File: src/rtl/smart_house_pkg.sv
// Shared types and default parameters for the zoned smart-house controller.
// The per-zone climate FSM and the top level both import this package.
package smart_house_pkg;

    typedef enum logic [1:0] {
        CLIMATE_IDLE = 2'd0,
        CLIMATE_HEAT = 2'd1,
        CLIMATE_COOL = 2'd2,
        CLIMATE_VENT = 2'd3
    } climate_state_e;

    localparam int DEFAULT_ZONES         = 4;
    localparam int DEFAULT_TEMP_W        = 32;
    localparam int DEFAULT_T_LOW         = 15;
    localparam int DEFAULT_T_HIGH        = 25;
    localparam int DEFAULT_HYST          = 2;
    localparam int DEFAULT_MIN_ON        = 8;
    localparam int DEFAULT_LIGHT_TIMEOUT = 64;

    // Bits needed to hold values 0..max_value, never less than one.
    function automatic int count_width(input int max_value);
        int w;
        w = $clog2(max_value + 1);
        return (w < 1) ? 1 : w;
    endfunction

endpackage

File: src/rtl/zone_climate_fsm.sv
// One zone's climate controller: IDLE/HEAT/COOL/VENT state machine with a
// saturating minimum-on counter that holds heating or cooling for MIN_ON cycles.
module zone_climate_fsm
    import smart_house_pkg::*;
#(
    parameter int TEMP_W = DEFAULT_TEMP_W,
    parameter int T_LOW  = DEFAULT_T_LOW,
    parameter int T_HIGH = DEFAULT_T_HIGH,
    parameter int HYST   = DEFAULT_HYST,
    parameter int MIN_ON = DEFAULT_MIN_ON
) (
    input  logic              clock,
    input  logic              reset,
    input  logic              is_day_i,
    input  logic [TEMP_W-1:0] temp_i,
    output logic              heater_o,
    output logic              cooler_o,
    output logic              window_o
);

    localparam int CNT_W = count_width(MIN_ON);
    localparam logic [CNT_W-1:0] CNT_MAX = CNT_W'(MIN_ON);

    localparam logic [TEMP_W-1:0] HEAT_ON_TH  = TEMP_W'(T_LOW);
    localparam logic [TEMP_W-1:0] HEAT_OFF_TH = TEMP_W'(T_LOW + HYST);
    localparam logic [TEMP_W-1:0] WARM_TH     = TEMP_W'(T_HIGH);
    localparam logic [TEMP_W-1:0] HOT_TH      = TEMP_W'(T_HIGH + HYST);
    localparam logic [TEMP_W-1:0] COOL_OFF_TH = TEMP_W'(T_HIGH - HYST);

    climate_state_e   state_q;
    climate_state_e   state_d;
    logic [CNT_W-1:0] on_cnt_q;
    logic [CNT_W-1:0] on_cnt_d;
    logic             min_on_done;

    assign min_on_done = (on_cnt_q == CNT_MAX);

    always_ff @(posedge clock) begin
        if (reset) begin
            state_q  <= CLIMATE_IDLE;
            on_cnt_q <= '0;
        end else begin
            state_q  <= state_d;
            on_cnt_q <= on_cnt_d;
        end
    end

    always_comb begin
        state_d  = state_q;
        on_cnt_d = on_cnt_q;
        case (state_q)
            CLIMATE_IDLE: begin
                if (temp_i < HEAT_ON_TH) begin
                    state_d = CLIMATE_HEAT;
                end else if (temp_i > HOT_TH) begin
                    state_d = CLIMATE_COOL;
                end else if (temp_i > WARM_TH) begin
                    // Mildly warm: open the window by day, otherwise run the cooler.
                    state_d = is_day_i ? CLIMATE_VENT : CLIMATE_COOL;
                end
            end
            CLIMATE_HEAT: begin
                if ((temp_i >= HEAT_OFF_TH) && min_on_done) begin
                    state_d = CLIMATE_IDLE;
                end
            end
            CLIMATE_COOL: begin
                if ((temp_i <= COOL_OFF_TH) && min_on_done) begin
                    state_d = CLIMATE_IDLE;
                end
            end
            CLIMATE_VENT: begin
                if (temp_i > HOT_TH) begin
                    state_d = CLIMATE_COOL;
                end else if ((temp_i <= COOL_OFF_TH) || !is_day_i) begin
                    state_d = CLIMATE_IDLE;
                end
            end
            default: begin
                state_d = CLIMATE_IDLE;
            end
        endcase

        // The counter restarts on every state change, so entering HEAT or COOL
        // always begins a fresh hold; it only advances while heating or cooling.
        if (state_d != state_q) begin
            on_cnt_d = '0;
        end else if (((state_q == CLIMATE_HEAT) || (state_q == CLIMATE_COOL)) && !min_on_done) begin
            on_cnt_d = on_cnt_q + CNT_W'(1);
        end
    end

    always_comb begin
        heater_o = 1'b0;
        cooler_o = 1'b0;
        window_o = 1'b0;
        case (state_q)
            CLIMATE_HEAT: heater_o = 1'b1;
            CLIMATE_COOL: cooler_o = 1'b1;
            CLIMATE_VENT: window_o = 1'b1;
            default: ;
        endcase
    end

endmodule

File: src/rtl/smart_house_zoned.sv
// Multi-zone smart-house controller: per-zone music/light/curtain toggles,
// light auto-off timers, daylight-driven curtains and one climate FSM per zone.
module smart_house_zoned
    import smart_house_pkg::*;
#(
    parameter int ZONES         = DEFAULT_ZONES,
    parameter int TEMP_W        = DEFAULT_TEMP_W,
    parameter int T_LOW         = DEFAULT_T_LOW,
    parameter int T_HIGH        = DEFAULT_T_HIGH,
    parameter int HYST          = DEFAULT_HYST,
    parameter int MIN_ON        = DEFAULT_MIN_ON,
    parameter int LIGHT_TIMEOUT = DEFAULT_LIGHT_TIMEOUT
) (
    input  logic                    clock,
    input  logic                    reset,
    input  logic                    is_day,
    input  logic [ZONES-1:0]        music_req,
    input  logic [ZONES-1:0]        light_req,
    input  logic [ZONES-1:0]        curtain_req,
    input  logic [ZONES*TEMP_W-1:0] temp_req,
    output logic [ZONES-1:0]        music,
    output logic [ZONES-1:0]        light,
    output logic [ZONES-1:0]        curtain,
    output logic [ZONES-1:0]        window,
    output logic [ZONES-1:0]        cooler,
    output logic [ZONES-1:0]        heater
);

    localparam int TMR_W = count_width(LIGHT_TIMEOUT);
    localparam logic [TMR_W-1:0] TMR_LAST = TMR_W'(LIGHT_TIMEOUT - 1);

    logic [ZONES-1:0] music_req_q;
    logic [ZONES-1:0] light_req_q;
    logic [ZONES-1:0] curtain_req_q;
    logic             is_day_q;

    logic [ZONES-1:0] music_q;
    logic [ZONES-1:0] music_d;
    logic [ZONES-1:0] light_q;
    logic [ZONES-1:0] light_d;
    logic [ZONES-1:0] curtain_q;
    logic [ZONES-1:0] curtain_d;

    logic [ZONES-1:0] music_edge;
    logic [ZONES-1:0] light_edge;
    logic [ZONES-1:0] curtain_edge;
    logic             day_rise;
    logic             day_fall;

    assign music_edge   = music_req & ~music_req_q;
    assign light_edge   = light_req & ~light_req_q;
    assign curtain_edge = curtain_req & ~curtain_req_q;
    assign day_rise     = is_day & ~is_day_q;
    assign day_fall     = ~is_day & is_day_q;

    always_comb begin
        music_d = music_q ^ music_edge;
        // Daylight transitions set every curtain and beat individual requests.
        if (day_rise) begin
            curtain_d = '1;
        end else if (day_fall) begin
            curtain_d = '0;
        end else begin
            curtain_d = curtain_q ^ curtain_edge;
        end
    end

    always_ff @(posedge clock) begin
        if (reset) begin
            music_req_q   <= '0;
            light_req_q   <= '0;
            curtain_req_q <= '0;
            is_day_q      <= is_day;
            music_q       <= '0;
            light_q       <= '0;
            curtain_q     <= '0;
        end else begin
            music_req_q   <= music_req;
            light_req_q   <= light_req;
            curtain_req_q <= curtain_req;
            is_day_q      <= is_day;
            music_q       <= music_d;
            light_q       <= light_d;
            curtain_q     <= curtain_d;
        end
    end

    generate
        for (genvar gi = 0; gi < ZONES; gi++) begin : g_zone
            logic [TMR_W-1:0] light_tmr_q;
            logic [TMR_W-1:0] light_tmr_d;
            logic             lit_d;

            always_comb begin
                light_tmr_d = light_tmr_q;
                lit_d       = light_q[gi];
                if (light_edge[gi]) begin
                    lit_d       = ~light_q[gi];
                    light_tmr_d = '0;
                end else if (light_q[gi]) begin
                    if (light_tmr_q == TMR_LAST) begin
                        lit_d       = 1'b0;
                        light_tmr_d = '0;
                    end else begin
                        light_tmr_d = light_tmr_q + TMR_W'(1);
                    end
                end
            end

            always_ff @(posedge clock) begin
                if (reset) begin
                    light_tmr_q <= '0;
                end else begin
                    light_tmr_q <= light_tmr_d;
                end
            end

            assign light_d[gi] = lit_d;

            zone_climate_fsm #(
                .TEMP_W (TEMP_W),
                .T_LOW  (T_LOW),
                .T_HIGH (T_HIGH),
                .HYST   (HYST),
                .MIN_ON (MIN_ON)
            ) u_climate (
                .clock    (clock),
                .reset    (reset),
                .is_day_i (is_day),
                .temp_i   (temp_req[gi*TEMP_W +: TEMP_W]),
                .heater_o (heater[gi]),
                .cooler_o (cooler[gi]),
                .window_o (window[gi])
            );
        end
    endgenerate

    assign music   = music_q;
    assign light   = light_q;
    assign curtain = curtain_q;

endmodule

File: config.mk
export PLATFORM = sky130hd
export DESIGN_NAME = smart_house_zoned
export DESIGN_NICKNAME = d
export VERILOG_FILES = /design/src/rtl/smart_house_pkg.sv /design/src/rtl/zone_climate_fsm.sv /design/src/rtl/smart_house_zoned.sv
export SDC_FILE = /design/constraint.sdc
export NUM_CORES = 1
export LEC_CHECK = 0
export BUFFER_PORTS_ARGS = -buffer_cell sky130_fd_sc_hd__buf_4
export CELL_PAD_IN_SITES_DETAIL_PLACEMENT = 1
export CELL_PAD_IN_SITES_GLOBAL_PLACEMENT = 1
export CORE_AREA = 2 2 112 114
export CTS_BUF_LIST = sky130_fd_sc_hd__clkbuf_2
export CTS_CLUSTER_DIAMETER = 100
export DETAILED_ROUTE_END_ITERATION = 7
export DIE_AREA = 0 0 114 116
export PLACE_DENSITY = 0.87
export REMOVE_ABC_BUFFERS = 1
export SYNTH_ARGS = -nofsm -noshare
export SYNTH_HDL_FRONTEND = slang
export SYNTH_SLANG_ARGS = --single-unit
File: constraint.sdc
create_clock -name clock -period 5.85 [get_ports clock]
set_clock_uncertainty 0.2 [all_clocks]
set_input_delay 0.8775 -clock clock [delete_from_list [all_inputs] [get_ports clock]]
set_output_delay 0.8775 -clock clock [all_outputs]
set_load 0.05 [all_outputs]
==> impl_metrics.yaml <==
clocking:
  cts.repair.resized: 0
  cts_buffer_depth: 2
  numCtsBuffers: 9
  clock_sinks: 77
  post_cts_buffers: 0
  path_clk_slew_ns: 0.20
  htreeDepth: 3
  cts-hold-fix-buffers: 0
  root_buffer: "clkbuf_2"
  tritoncts: "built"
  clk_latency_ns: 0.55
timing:
  finalCritPeriodShare: 0.5115
  fmax_ghz: 0.3342
  max_slew_margin: 0.5067
  tns_ns: 0
  finalWorstSetupSlack_ns: 2.858
  layout_min_cycle_time_ns: 2.992
  worst_pin_slew_ns: 0.7332
  hold_violations: 0
  holdWs_ns: 0.2935
  grt_setup_unrepaired: "no"
  maxSlewViolCount: 0
  setup_viol: 0
yosys:
  yosysWarnings: 0
  netlist_top_cells_area: "dfxtp_1, ha_1, nor2_1"
  synth_adder_area_share: 0.08256
  synth_seq_cells: 77
  synth-main-ff-cell: "dfxtp_1"
  synth_top_area_frac: 0.3260
  synth_common_cells: "dfxtp_1, nor2_1, nand2_1, nor4_1, ha_1"
  synth_compound_area_frac: 0.1500
  synth_edf_count: 0
  avgSynthCellArea_um2: 8.413
  synth_simple_gate_area_frac: 0.3046
  synth_top_family_by_area: "simple AND/OR/NAND/NOR gates"
  seq_area_frac_synth: 0.3260
  synth_area_um2: 4728
  async_flop_share: 0
  synth_cells: 562
  synth_cell_types: 65
  synth_mux_area_frac: 0.02038
  synth-xor-area-share: 0.06854
  yosys.area.top_type: "dfxtp_1"
  synth.most_common_cell: "dfxtp_1"
global_route:
  antenna_found_initial: 0
  grt_usage: 0.2074
  grt_overflow: 0
  grt_pass1_vias: 4900
  grt_max_degree: 44
  grt_pass1_wl_um: 22160
pwr:
  comb_power_share: 0.230
  ir_worst_vdd_uv: 74.88
  power_switching_mw: 0.3440
  swShare: 0.3094
  power.share.clock: 0.261
  internal_power_mw: 0.7676
  power.total_mw: 1.112
  leakage_nw: 2.470
  p_per_area_nw_per_um2: 181.4
  seq_power_share: 0.508
critical_path:
  timing.rr.end: "g_zone[0].u_climate.on_cnt_q[2]"
  cp-start-kind: "input pin"
  cp-end-kind: "flop"
  rrSetupSlack_ns: 3.30
  endpoint: "g_zone[0].u_climate.on_cnt_q[2]"
  worstPathRequired_ns: 6.08
  crit_arrival_ns: 3.22
  path_class: "input pin to flop"
  setup.worst_path.start: "temp_req[14]"
  reg2reg_depth: 8
  crit_fanout: 6
  reg2reg_from: "g_zone[0].u_climate.on_cnt_q[0]"
detailed_routing:
  drcViolationCount: 0
  routedWlPerCell_um: 16.21
  ant_nets: 0
  drt_iter0_drc: 218
  first_pass_iters: 4
  num_vias: 4754
  via_per_inst: 5.483
  drt-total-wl_um: 14050
place:
  io_buffers: 166
  dpl-instance-area_um2: 6018
  gp_congestion: 0.9047
  place_ws_ns: 2.322
  dp_hpwl_um: 11380
  dp.cells: 852
finish:
  final_cell_count_no_fill: 867
  syn2layout_area_growth_pct: 29.58
  stdcell_area_um2: 6127
  drive_gt1_frac: 0.2750
  diodes: 0
  n_fill_cell: 1479
  fin_nets: 887
  fin_util: 0.5144
status:
  status: "finished, final reports clean"
min_path:
  hold_path.class: "flop to flop"
floorplanning:
  pin_count: 167
  die_area_um2: 13220
  num_rows: 40
  core_um2: 11910
  start_util: 0.3970
  die_h_um: 116
  die_w_um: 114
flow_run:
  maxCapViolCount: 0
==> area by class of cell <==
| type | instances | area, µm² | area share |
|---|---|---|---|
| clock buffers | 9 | 45.04 | 0.007351 |
| clock inverters | 6 | 63.81 | 0.01041 |
| inverters | 23 | 86.33 | 0.01409 |
| multi-input cells | 439 | 2960 | 0.4832 |
| flip-flops and latches | 77 | 1541 | 0.2516 |
| well taps | 147 | 183.9 | 0.03002 |
| repair buffers | 166 | 1246 | 0.2034 |
==> how the worst min path moves through the flow <==
stage / cells past startpoint / start / slack, ns / to
after CTS: 2 / music_req[3] / 0.28 / music_req_q[3]
after detailed placement: 1 / g_zone[3].light_tmr_q[6] / 0.27 / g_zone[3].light_tmr_q[6]
after global placement: 1 / g_zone[1].light_tmr_q[6] / 0.26 / g_zone[1].light_tmr_q[6]
after global routing: 1 / is_day / 0.23 / is_day_q
final: 1 / g_zone[3].light_tmr_q[6] / 0.29 / g_zone[3].light_tmr_q[6]
after floorplan: 1 / g_zone[1].light_tmr_q[6] / 0.26 / g_zone[1].light_tmr_q[6]
==> power by group through the flow <==
| stage | Clock, mW | Sequential, mW | Combinational (mW) |
|---|---|---|---|
| 3_5_place_dp | 0 | 0.575 | 0.256 |
| 3_3_place_gp | 0 | 0.574 | 0.246 |
| 2_1_floorplan | 0 | 0.597 | 0.105 |
| 5_1_grt | 0.327 | 0.569 | 0.276 |
| 6_report | 0.291 | 0.565 | 0.256 |
| 4_1_cts | 0.303 | 0.565 | 0.257 |
==> registers in the layout, indices dropped and copies added, names as in the netlist <==
register / count
music_req_q: 4
curtain_req_q: 4
g_zone.u_climate.state_q: 8
is_day_q: 1
light: 4
music: 4
curtain: 4
g_zone.light_tmr_q: 28
light_req_q: 4
g_zone.u_climate.on_cnt_q: 16
==> cell usage in the layout (no fill, tap or decap), types with 6 or more instances in the layout <==
cell type,count
nand2b_1,12
o41ai_1,6
nor4_1,31
dfxtp_1,77
inv_1,22
buf_4,166
nor2b_1,22
nor2_1,55
nand3_1,24
and3_1,8
nand3b_1,6
nand4_1,19
ha_1,28
clkbuf_2,9
xnor2_1,17
nand2_1,37
a21oi_1,22
o21ai_0,12
nor3_1,13
or3_1,10
xor2_1,20
==> logic make-up after synthesis <==
| family | Yosys count |
|---|---|
| and+or+nand+nor | 265 |
| AOI/OAI and AO/OA | 96 |
| DFF | 77 |
| buffers and inverters | 46 |
| xor gates and xnor gates | 37 |
| adders and majority gates | 32 |
| muxes | 9 |
==> worst max-delay path, stage by stage <==
cell	delay, ns
buf_4	0.10
or4_4	0.52
or3_1	0.50
nor4b_2	0.47
a221oi_1	0.16
nor3b_1	0.46
nor4_1	0.12
==> routing by layer <==
metal / vias to the layer above / routed length (µm) / GRT usage
met1: 2252 / 6090 / 0.2510
met3: 18 / 677 / 0.05596
li1: 2362 / - / -
met4: 0 / 177 / 0.05122
met5: - / 0 / 0
met2: 122 / 7107 / 0.3667
Power figures use the tool's default switching activity.
